[src/rtl/dip_input_pkg.sv]
// Shared constants and helpers for the DIP/switch input conditioner.
// Holds the word widths, the event kind encodings and the bit positions of
// the fields inside a 4-bit event word {kind, idx[2:0]}.
package dip_input_pkg;

    localparam int DIP_WIDTH = 16;
    localparam int SW_COUNT  = 5;
    localparam int EV_WIDTH  = 4;

    localparam logic EV_PRESS   = 1'b1;
    localparam logic EV_RELEASE = 1'b0;

    // Event field slices
    localparam int EV_KIND_BIT = 3;
    localparam int EV_IDX_MSB  = 2;
    localparam int EV_IDX_LSB  = 0;
    localparam int EV_IDX_W    = EV_IDX_MSB - EV_IDX_LSB + 1;

    typedef logic [EV_WIDTH-1:0] event_t;

    function automatic event_t make_event(input logic kind,
                                          input logic [EV_IDX_W-1:0] idx);
        event_t ev;
        ev = '0;
        ev[EV_KIND_BIT] = kind;
        ev[EV_IDX_MSB:EV_IDX_LSB] = idx;
        return ev;
    endfunction

endpackage

[src/rtl/dip_event_fifo.sv]
// Synchronous FIFO with a valid/ready style head.
// Ports:
//   clk, rst_n   : clock, asynchronous active-low reset (clears occupancy)
//   push         : write request; ignored while full, even if a pop happens
//   push_data    : word to write
//   ready        : consumer takes the head when the FIFO is not empty
//   head         : oldest entry, forced to 0 while empty
//   full, empty  : occupancy flags
// DEPTH must be a power of two and at least 2 so the pointers wrap naturally.
module dip_event_fifo #(
    parameter int WIDTH = 4,
    parameter int DEPTH = 4
) (
    input  logic             clk,
    input  logic             rst_n,
    input  logic             push,
    input  logic [WIDTH-1:0] push_data,
    input  logic             ready,
    output logic [WIDTH-1:0] head,
    output logic             full,
    output logic             empty
);

    localparam int PTR_W = $clog2(DEPTH);
    localparam logic [PTR_W:0] DEPTH_CNT = (PTR_W + 1)'(DEPTH);

    logic [WIDTH-1:0] mem [DEPTH];
    logic [PTR_W-1:0] wr_ptr;
    logic [PTR_W-1:0] rd_ptr;
    logic [PTR_W:0]   count;
    logic             do_push;
    logic             do_pop;

    assign full    = (count == DEPTH_CNT);
    assign empty   = (count == '0);
    // Gate the head so the output reads 0 whenever nothing is queued,
    // which also makes it clear immediately on reset.
    assign head    = empty ? '0 : mem[rd_ptr];
    assign do_push = push && !full;
    assign do_pop  = !empty && ready;

    always_ff @(posedge clk or negedge rst_n) begin
        if (!rst_n) begin
            wr_ptr <= '0;
            rd_ptr <= '0;
            count  <= '0;
        end else begin
            if (do_push) wr_ptr <= wr_ptr + 1'b1;
            if (do_pop)  rd_ptr <= rd_ptr + 1'b1;
            case ({do_push, do_pop})
                2'b10:   count <= count + 1'b1;
                2'b01:   count <= count - 1'b1;
                default: count <= count;
            endcase
        end
    end

    // Storage needs no reset: it is only visible through the gated head.
    always_ff @(posedge clk) begin
        if (do_push) mem[wr_ptr] <= push_data;
    end

endmodule

[src/rtl/dip_input_conditioner.sv]
// Debounces the DIP word and push-switches from the serial DIP parallelizer
// and turns switch transitions into press/release events.
// Ports:
//   i_CLK, i_RESET_n          : clock, asynchronous active-low reset
//   i_DIP16, i_Switch5        : raw parallelizer outputs
//   o_DIP16, o_Switch5        : debounced values
//   o_DIPChanged              : one-cycle pulse when o_DIP16 takes a new value
//   o_EvValid/o_EvData/i_EvReady : event FIFO head, {kind, idx}
//   o_EvOverflow              : one-cycle pulse when a switch event is lost
module dip_input_conditioner
    import dip_input_pkg::*;
#(
    parameter int SAMPLE_DIV     = 24,
    parameter int STABLE_SAMPLES = 4,
    parameter int FIFO_DEPTH     = 4
) (
    input  logic                 i_CLK,
    input  logic                 i_RESET_n,
    input  logic [DIP_WIDTH-1:0] i_DIP16,
    input  logic [SW_COUNT-1:0]  i_Switch5,
    output logic [DIP_WIDTH-1:0] o_DIP16,
    output logic [SW_COUNT-1:0]  o_Switch5,
    output logic                 o_DIPChanged,
    output logic                 o_EvValid,
    output logic [EV_WIDTH-1:0]  o_EvData,
    input  logic                 i_EvReady,
    output logic                 o_EvOverflow
);

    localparam int DIV_W = (SAMPLE_DIV > 1) ? $clog2(SAMPLE_DIV) : 1;
    localparam logic [DIV_W-1:0] DIV_LAST = DIV_W'(SAMPLE_DIV - 1);
    localparam int CNT_W = $clog2(STABLE_SAMPLES + 1);
    localparam logic [CNT_W-1:0] STABLE_CNT = CNT_W'(STABLE_SAMPLES);
    localparam logic [CNT_W-1:0] ONE_CNT    = CNT_W'(1);

    function automatic logic [CNT_W-1:0] sat_inc(input logic [CNT_W-1:0] c);
        return (c == STABLE_CNT) ? c : c + 1'b1;
    endfunction

    logic [DIV_W-1:0]                div_cnt;
    logic                            tick;
    logic [DIP_WIDTH-1:0]            dip_cand;
    logic [DIP_WIDTH-1:0]            dip_cand_nxt;
    logic [CNT_W-1:0]                dip_cnt;
    logic [CNT_W-1:0]                dip_cnt_nxt;
    logic [SW_COUNT-1:0]             sw_cand;
    logic [SW_COUNT-1:0]             sw_cand_nxt;
    logic [SW_COUNT-1:0][CNT_W-1:0]  sw_cnt;
    logic [SW_COUNT-1:0][CNT_W-1:0]  sw_cnt_nxt;
    logic [SW_COUNT-1:0]             sw_nxt;
    logic [SW_COUNT-1:0]             sw_flip;
    logic [SW_COUNT-1:0]             pending;
    logic [SW_COUNT-1:0]             push_mask;
    logic [EV_IDX_W-1:0]             push_idx;
    logic                            push;
    event_t                          push_ev;
    logic                            fifo_full;
    logic                            fifo_empty;

    assign tick = (div_cnt == DIV_LAST);

    // Next debounce state, committed only on a tick.
    always_comb begin
        dip_cand_nxt = dip_cand;
        dip_cnt_nxt  = dip_cnt;
        if (i_DIP16 == dip_cand) begin
            dip_cnt_nxt = sat_inc(dip_cnt);
        end else begin
            dip_cand_nxt = i_DIP16;
            dip_cnt_nxt  = ONE_CNT;
        end

        sw_cand_nxt = sw_cand;
        sw_cnt_nxt  = sw_cnt;
        sw_nxt      = o_Switch5;
        for (int b = 0; b < SW_COUNT; b++) begin
            if (i_Switch5[b] == sw_cand[b]) begin
                sw_cnt_nxt[b] = sat_inc(sw_cnt[b]);
            end else begin
                sw_cand_nxt[b] = i_Switch5[b];
                sw_cnt_nxt[b]  = ONE_CNT;
            end
            if (sw_cnt_nxt[b] == STABLE_CNT) sw_nxt[b] = sw_cand_nxt[b];
        end
        sw_flip = tick ? (sw_nxt ^ o_Switch5) : '0;
    end

    // Serializer: lowest pending index wins; nothing moves while full.
    always_comb begin
        push_mask = pending & (~pending + 1'b1);
        if (fifo_full) push_mask = '0;
        push_idx = '0;
        for (int b = 0; b < SW_COUNT; b++) begin
            if (push_mask[b]) push_idx = EV_IDX_W'(b);
        end
    end

    assign push    = |push_mask;
    // The event reports the debounced level at push time, so a bit that
    // flipped twice while queued still yields one event with its latest value.
    assign push_ev = make_event(o_Switch5[push_idx] ? EV_PRESS : EV_RELEASE,
                                push_idx);

    always_ff @(posedge i_CLK or negedge i_RESET_n) begin
        if (!i_RESET_n) begin
            div_cnt      <= '0;
            dip_cand     <= '0;
            dip_cnt      <= '0;
            sw_cand      <= '0;
            sw_cnt       <= '0;
            pending      <= '0;
            o_DIP16      <= '0;
            o_Switch5    <= '0;
            o_DIPChanged <= 1'b0;
            o_EvOverflow <= 1'b0;
        end else begin
            div_cnt      <= tick ? '0 : div_cnt + 1'b1;
            o_DIPChanged <= 1'b0;
            o_EvOverflow <= 1'b0;
            if (tick) begin
                dip_cand  <= dip_cand_nxt;
                dip_cnt   <= dip_cnt_nxt;
                sw_cand   <= sw_cand_nxt;
                sw_cnt    <= sw_cnt_nxt;
                o_Switch5 <= sw_nxt;
                if (dip_cnt_nxt == STABLE_CNT && dip_cand_nxt != o_DIP16) begin
                    o_DIP16      <= dip_cand_nxt;
                    o_DIPChanged <= 1'b1;
                end
                // A flag being pushed this very cycle is not a loss: the
                // new flip re-arms it and produces its own event later.
                o_EvOverflow <= |(sw_flip & pending & ~push_mask);
            end
            pending <= (pending & ~push_mask) | sw_flip;
        end
    end

    dip_event_fifo #(
        .WIDTH (EV_WIDTH),
        .DEPTH (FIFO_DEPTH)
    ) u_fifo (
        .clk       (i_CLK),
        .rst_n     (i_RESET_n),
        .push      (push),
        .push_data (push_ev),
        .ready     (i_EvReady),
        .head      (o_EvData),
        .full      (fifo_full),
        .empty     (fifo_empty)
    );

    assign o_EvValid = !fifo_empty;

endmodule

[config.mk]
export PLATFORM = sky130hd
export DESIGN_NAME = dip_input_conditioner
export DESIGN_NICKNAME = d
export VERILOG_FILES = /design/src/rtl/dip_input_pkg.sv /design/src/rtl/dip_event_fifo.sv /design/src/rtl/dip_input_conditioner.sv
export SDC_FILE = /design/constraint.sdc
export NUM_CORES = 1
export LEC_CHECK = 0
export BUFFER_PORTS_ARGS = -buffer_cell sky130_fd_sc_hd__buf_2
export CORE_MARGIN = 4
export CORE_UTILIZATION = 49
export CTS_CLUSTER_SIZE = 14
export DETAILED_ROUTE_END_ITERATION = 6
export GPL_ROUTABILITY_DRIVEN = 0
export GPL_TIMING_DRIVEN = 0
export PLACE_DENSITY = 0.68
export SLEW_MARGIN = 20
export SYNTH_ARGS = -nofsm -noshare
export SYNTH_HDL_FRONTEND = slang
export SYNTH_HIERARCHICAL = 1
export SYNTH_SLANG_ARGS = --single-unit
[constraint.sdc]
create_clock -name i_CLK -period 3 [get_ports i_CLK]
set_clock_uncertainty 0.05 [all_clocks]
set_input_delay 0.45 -clock i_CLK [delete_from_list [all_inputs] [get_ports i_CLK]]
set_output_delay 0.45 -clock i_CLK [all_outputs]
set_load 0.1 [all_outputs]
### Word level (Yosys, flattened, before mapping)

Memories as Yosys holds them, arrays and structs flattened.
Index checks and enable logic that the tools add are counted.

| cells by class | value |
|---|---|
| reduce and logical (&&, ||, !) cells | 10 |
| bitwise operators | 8 |
| equal/unequal tests | 23 |
| $lt $le $gt $ge | 1 |
| multiplexer cells | 40 |
| add/subtract/negate cells | 12 |

Operators by type and width:

| cell | count |
|---|---|
| 3-bit 2-to-1 mux | 15 |
| 3-bit equality test (second input constant) | 13 |
| 3-bit by 1-bit adder with 3-bit output (second input constant) | 7 |
| 5-bit bitwise AND | 4 |
| 1-bit 2-to-1 mux | 18 |
| 16-bit equality test | 1 |
| 16-bit 2-to-1 mux | 1 |
| 16-bit inequality test | 1 |
| 5-bit 2-to-1 mux | 3 |
| 5-bit by 1-bit adder with 5-bit output (second input constant) | 2 |
| 5-bit NOT | 2 |
| 5-bit OR reduction | 2 |
| 3-bit case mux with 2 select lines | 1 |
| 1-bit equality test | 5 |
| 5-bit equality test (second input constant) | 1 |
| 5-bit OR | 1 |
| 5-bit bitwise XOR | 1 |
| 2-bit by 1-bit adder with 2-bit output (second input constant) | 2 |
| 3-bit by 4-bit less-than comparator with 1-bit output (second input constant) | 1 |
| 4-bit 2-to-1 mux | 1 |
| 1-bit binary-select mux with 3-bit select | 1 |
| 1-bit logical AND | 3 |
| 3-bit zero test | 1 |
| 3-bit by 1-bit subtractor with 3-bit output (second input constant) | 1 |
| 5 further kinds | 6 |

| storage, ports and cells | value |
|---|---|
| bits of input ports | 24 |
| output and inout port bits | 28 |
| RAM bits | 16 |
| register bits after elaboration | 79 |
| logic and storage cells | 112 |
| memories | 1 |

Memory list:

| memory | depth | width | read ports | clocked after Yosys merged registers in | write ports | RTL line | RTL |
|---|---|---|---|---|---|---|---|
| u_fifo.mem | 4 | 4 | 1 | 0 | 1 | dip_event_fifo.sv:27 | `logic [WIDTH-1:0] mem [DEPTH];` |

### Logic depth before layout (Yosys ltp)

| logic depth | value |
|---|---|
| depth in word-level cells | 11 |
| mapped depth | 10 |
| depth with buffers taken out | 10 |

### By module

The synthesis kept the hierarchy.

By module, submodules not included:

| module | sequential area each (µm²) | instances | cells each | area each (µm²) |
|---|---|---|---|---|
| dip_input_conditioner | 1801.7 | 1 | 400 | 3952.5 |
| dip_event_fifo | 655.6 | 1 | 63 | 1039.7 |

### Worst setup path after synthesis

Ideal clock, no wire load.

| timing | value |
|---|---|
| kind | flip-flop to flip-flop |
| start | register o_DIP16[8] |
| end | register o_DIP16[0] |
| setup time | 0.126 ns |
| data arrival time | 2.161 ns |
| slack | 0.664 ns |
| buffers on the path | 1 |
| clock period less this slack | 2.336 ns |
| data required time | 2.824 ns |
| cell stages (with the launch flop) | 7 |
| cells stage by stage | dfrtp_1 > xor2_1 > nor4_1 > nand4_1 > nand4_4 > buf_6 > mux2_4 |

| on the way | value |
|---|---|
| longest elaborated chain between the ends | 3 |

Ends and longest elaborated chain:

| item | RTL line | RTL |
|---|---|---|
| start: declaration | dip_input_conditioner.sv:21 | `output logic [DIP_WIDTH-1:0] o_DIP16,` |
| start signal: assignment | dip_input_conditioner.sv:127 | `o_DIP16 <= dip_cand_nxt;` |
| 16-bit inequality test | dip_input_conditioner.sv:126 | `if (dip_cnt_nxt == STABLE_CNT && dip_cand_nxt != o_DIP16) begin` |
| 1-bit logical AND | dip_input_conditioner.sv:126 |  |
| 2-bit AND reduction (no line) | - |  |

Every way passes these cells.
A chain may end at the register's enable or synchronous reset.

### Final worst setup path

| timing | value |
|---|---|
| start | register u_fifo.count[0] |
| end | register u_fifo.count[2] |

| on the way | value |
|---|---|
| longest elaborated chain between the ends | 6 |
| elaborated cells on any way between the ends | 14 |
| classes of those cells | add/sub (2); eq/ne (3); mux (2); reduce/logical (7) |

Ends and longest elaborated chain:

| item | RTL line | RTL |
|---|---|---|
| start: declaration | dip_event_fifo.sv:30 | `logic [PTR_W:0] count;` |
| start signal: assignment | dip_event_fifo.sv:51 | `2'b10: count <= count + 1'b1;` |
| start signal: assignment | dip_event_fifo.sv:52 | `2'b01: count <= count - 1'b1;` |
| start signal: assignment | dip_event_fifo.sv:53 | `default: count <= count;` |
| 3-bit equality test (*) | dip_event_fifo.sv:34 | `assign full = (count == DEPTH_CNT);` |
| named net fifo_full | dip_input_conditioner.sv:57 | `logic fifo_full;` |
| 5-bit 2-to-1 mux (*) | dip_input_conditioner.sv:91 | `if (fifo_full) push_mask = '0;` |
| 5-bit OR reduction (*) | dip_input_conditioner.sv:98 | `assign push = \|push_mask;` |
| named net push | dip_input_conditioner.sv:55 | `logic push;` |
| 1-bit logical AND (*) | dip_event_fifo.sv:39 | `assign do_push = push && !full;` |
| 2-bit by 1-bit equality test with 1-bit output / 2-bit equality test (equally long branches) | dip_event_fifo.sv:50 | `case ({do_push, do_pop})` |
| 3-bit case mux with 2 select lines / 2-bit nonzero test (equally long branches) | - |  |

Mark *: on every way through the listed nets, which the timed path passes. The rest lies on a longest branch.

==> impl_metrics.env <==
export IMPL_drive_above_1_share=0.192
export IMPL_ys_async_sr_fraction=0.832
export IMPL_r2r_cells=10
export IMPL_wl_um=9830
export IMPL_cp_depth=10
export IMPL_tritoncts="built"
export IMPL_nFillCells=854
export IMPL_ys_seq_elements=95
export IMPL_synthDistinctLibCells=53
export IMPL_cap_viol_max_count=0
export IMPL_syn_inst=463
export IMPL_r2r_start="u_fifo/count[0]"
export IMPL_crit_required_ns=3.24
export IMPL_min_period_over_period=0.850
export IMPL_syn_area_um2=4990
export IMPL_clockBufferDepth=2
export IMPL_rsz0062_at_grt="no"
export IMPL_crit_family="simple AND/OR/NAND/NOR gates"
export IMPL_worst_pin_slew_ns=0.623
export IMPL_reg2reg_to="u_fifo/count[2]"
export IMPL_die_x_um=109
export IMPL_rrSetupSlack_ns=0.45
export IMPL_dpl_cell_area_um2=5440
export IMPL_mostFrequentLayoutCells="dfrtp_1, nand2_1, buf_2"
export IMPL_crit_path_max_incr_delay_ns=0.47
export IMPL_routedWlPerCell_um=14.8
export IMPL_hpwlAfterDp_um=7370
export IMPL_clock_root_buffer="clkbuf_8"
export IMPL_fin_crit_ns=2.55
export IMPL_hold_violations=0
export IMPL_clkLatencyLatePin_ns=0.36
export IMPL_drtAntennaViolNets=0
export IMPL_yosysWarnings=6
export IMPL_drt_initial_drc_count=154
export IMPL_vias_per_cell=5.31
export IMPL_port_buffers=51
export IMPL_finalMaxSlewViolations=0
export IMPL_post_cts_buffers=0
export IMPL_path_buf_inv=2
export IMPL_hold_class="primary input to asynchronous set/reset pin"
export IMPL_synth_nets=516
export IMPL_clk_pin_slew_worst_paths_ns=0.10
export IMPL_setup_violations_final=0
export IMPL_cpMaxStageDelayCell="nor3b_2"
export IMPL_layout_commonest_cell="dfrtp_1"
export IMPL_diodes=0
export IMPL_grtUsageTotal=0.177
export IMPL_grt_pass1_vias=3455
export IMPL_status="complete, no violations"
export IMPL_p_leak_nw=2.70
export IMPL_grt_pass1_wl_um=16400
export IMPL_grt_max_degree=48
export IMPL_endpoint="u_fifo/count[2]"
export IMPL_post_cts_resized=0
export IMPL_num_nets_final=579
export IMPL_crit_type="register to register"
export IMPL_post_route_drc_count=0
export IMPL_fin_tns_setup_ns=0
export IMPL_worst_path_max_fanout=7
export IMPL_path_cells="nor3b_2 -> a21oi_1 -> nor2b_2 -> inv_1 -> ha_1 -> inv_1 -> fa_1 -> xor2_1 -> nor2_1 -> xor2_1"
export IMPL_max_slew_margin=0.585
export IMPL_powerDensity_nw_per_um2=573
export IMPL_peakVddDrop_v=0.000412
export IMPL_start_util=0.506
export IMPL_cts_buffers=9
export IMPL_start_kind="register"
export IMPL_syn_avg_cell_area_um2=10.8
export IMPL_grt_antenna_before_repair=0
export IMPL_fin_area_um2=5630
export IMPL_yosysSeqAreaShare=0.492
export IMPL_end_kind="register"
export IMPL_vias=3525
export IMPL_dr_pass1_iters=5
export IMPL_die_area_um2=11900
export IMPL_grt_overflow=0
export IMPL_synth_edf_count=16
export IMPL_area_growth_pct=12.8
export IMPL_synthFlopType="dfrtp_1"
export IMPL_cts_sinks=95
export IMPL_htreeDepth=3
export IMPL_core_um2=9860
export IMPL_fmax_mhz=392
export IMPL_fp_dieH_um=109
export IMPL_row_count=36
export IMPL_pin_count=52
export IMPL_cp_arrival_ns=2.79
export IMPL_crit_start="u_fifo/count[0]"
export IMPL_hold_buffers=0
==> Yosys cell counts, drive strengths merged, types with 2 or more instances <==
library cell	n	area [um2]
edfxtp	16	480
xnor2	24	210
inv	29	109
nand2	76	288
nand3b	4	30.0
mux4	4	90.1
and2b	2	16.3
clkbuf	8	30.0
nor2b	5	33.8
dfrtp	79	1980
xor2	22	193
nor2	20	75.1
mux2	18	240
a21oi	16	80.1
nor3	3	26.3
nor3b	4	35.0
buf	3	30.0
mux2i	4	40.0
nand4	11	83.8
ha	28	350
o21ai	27	135
and2	10	65.1
a22o	3	26.3
nor4	6	43.8
and3b	2	17.5
or3	2	17.5
nand3	20	100
a31oi	4	25.0
==> registers in the layout (all words and copies together) (netlist names) <==
| register | flops |
|---|---|
| sw_cnt | 15 |
| u_fifo/rd_ptr | 2 |
| u_fifo/count | 3 |
| o_Switch5 | 5 |
| o_DIP16 | 16 |
| u_fifo/mem | 16 |
| div_cnt | 5 |
| dip_cand | 16 |
| dip_cnt | 3 |
| pending | 5 |
| u_fifo/wr_ptr | 2 |
| o_EvOverflow | 1 |
| sw_cand | 5 |
| o_DIPChanged | 1 |
==> logic make-up after synthesis <==
| kind of cell | synth area share |
|---|---|
| xor gates and xnor gates | 0.0807 |
| muxes | 0.0742 |
| buffers and inverters | 0.0338 |
| and+or+nand+nor | 0.172 |
| AOI/OAI and AO/OA | 0.0732 |
| adders and majority gates | 0.0742 |
| DFF | 0.492 |
==> power breakdown <==
group | total (mW) | switching [mW] | internal, mW
Sequential | 1.48 | 0.0847 | 1.40
Clock | 0.846 | 0.460 | 0.386
Combinational | 0.901 | 0.608 | 0.293
Total | 3.23 | 1.15 | 2.08
==> metal layers <==
layer | vias to the layer above | global-route usage | part of all wire
met3 | 11 | 0.0326 | 0.032
met1 | 1749 | 0.233 | 0.46
li1 | 1715 | - | -
met2 | 50 | 0.299 | 0.50
met4 | 0 | 0.0514 | 0.012
met5 | - | 0 | 0
==> worst min path at each step <==
stage | startpoint | to | slack [ns] | depth (start not counted)
floorplan | i_RESET_n | dip_cand[0] | 0.10 | 0
detailed placement | div_cnt[0] | div_cnt[0] | 0.41 | 1
CTS | i_RESET_n | sw_cand[3] | 0.06 | 1
global route | i_RESET_n | sw_cand[3] | 0.08 | 1
global placement | div_cnt[0] | div_cnt[0] | 0.40 | 1
finish | i_RESET_n | sw_cnt[6] | 0.05 | 1
==> area by class of cell <==
| cell class | instances | area, um2 | area share |
|---|---|---|---|
| well taps | 133 | 166 | 0.0295 |
| inverters | 29 | 109 | 0.0193 |
| multi-input cells | 328 | 2370 | 0.420 |
| clock inverters | 7 | 71.3 | 0.0127 |
| clock buffers | 9 | 124 | 0.0220 |
| plain buffers | 11 | 60.1 | 0.0107 |
| flip-flops and latches | 95 | 2460 | 0.436 |
| repair buffers | 52 | 278 | 0.0493 |
==> metrics by stage <==
stage	cells	setup slack (ns)	utilization	hold WS, ns	total power, mW
detailed placement	648	0.501	0.551	0.414	2.41
floorplan	463	0.664	-	0.104	2.21
global placement	647	0.537	0.549	0.405	2.37
CTS	664	0.467	0.571	0.0611	3.25
finish	664	0.449	0.571	0.0470	3.23
global route	664	0.277	0.571	0.0794	3.40
Power figures use the tool's default switching activity.
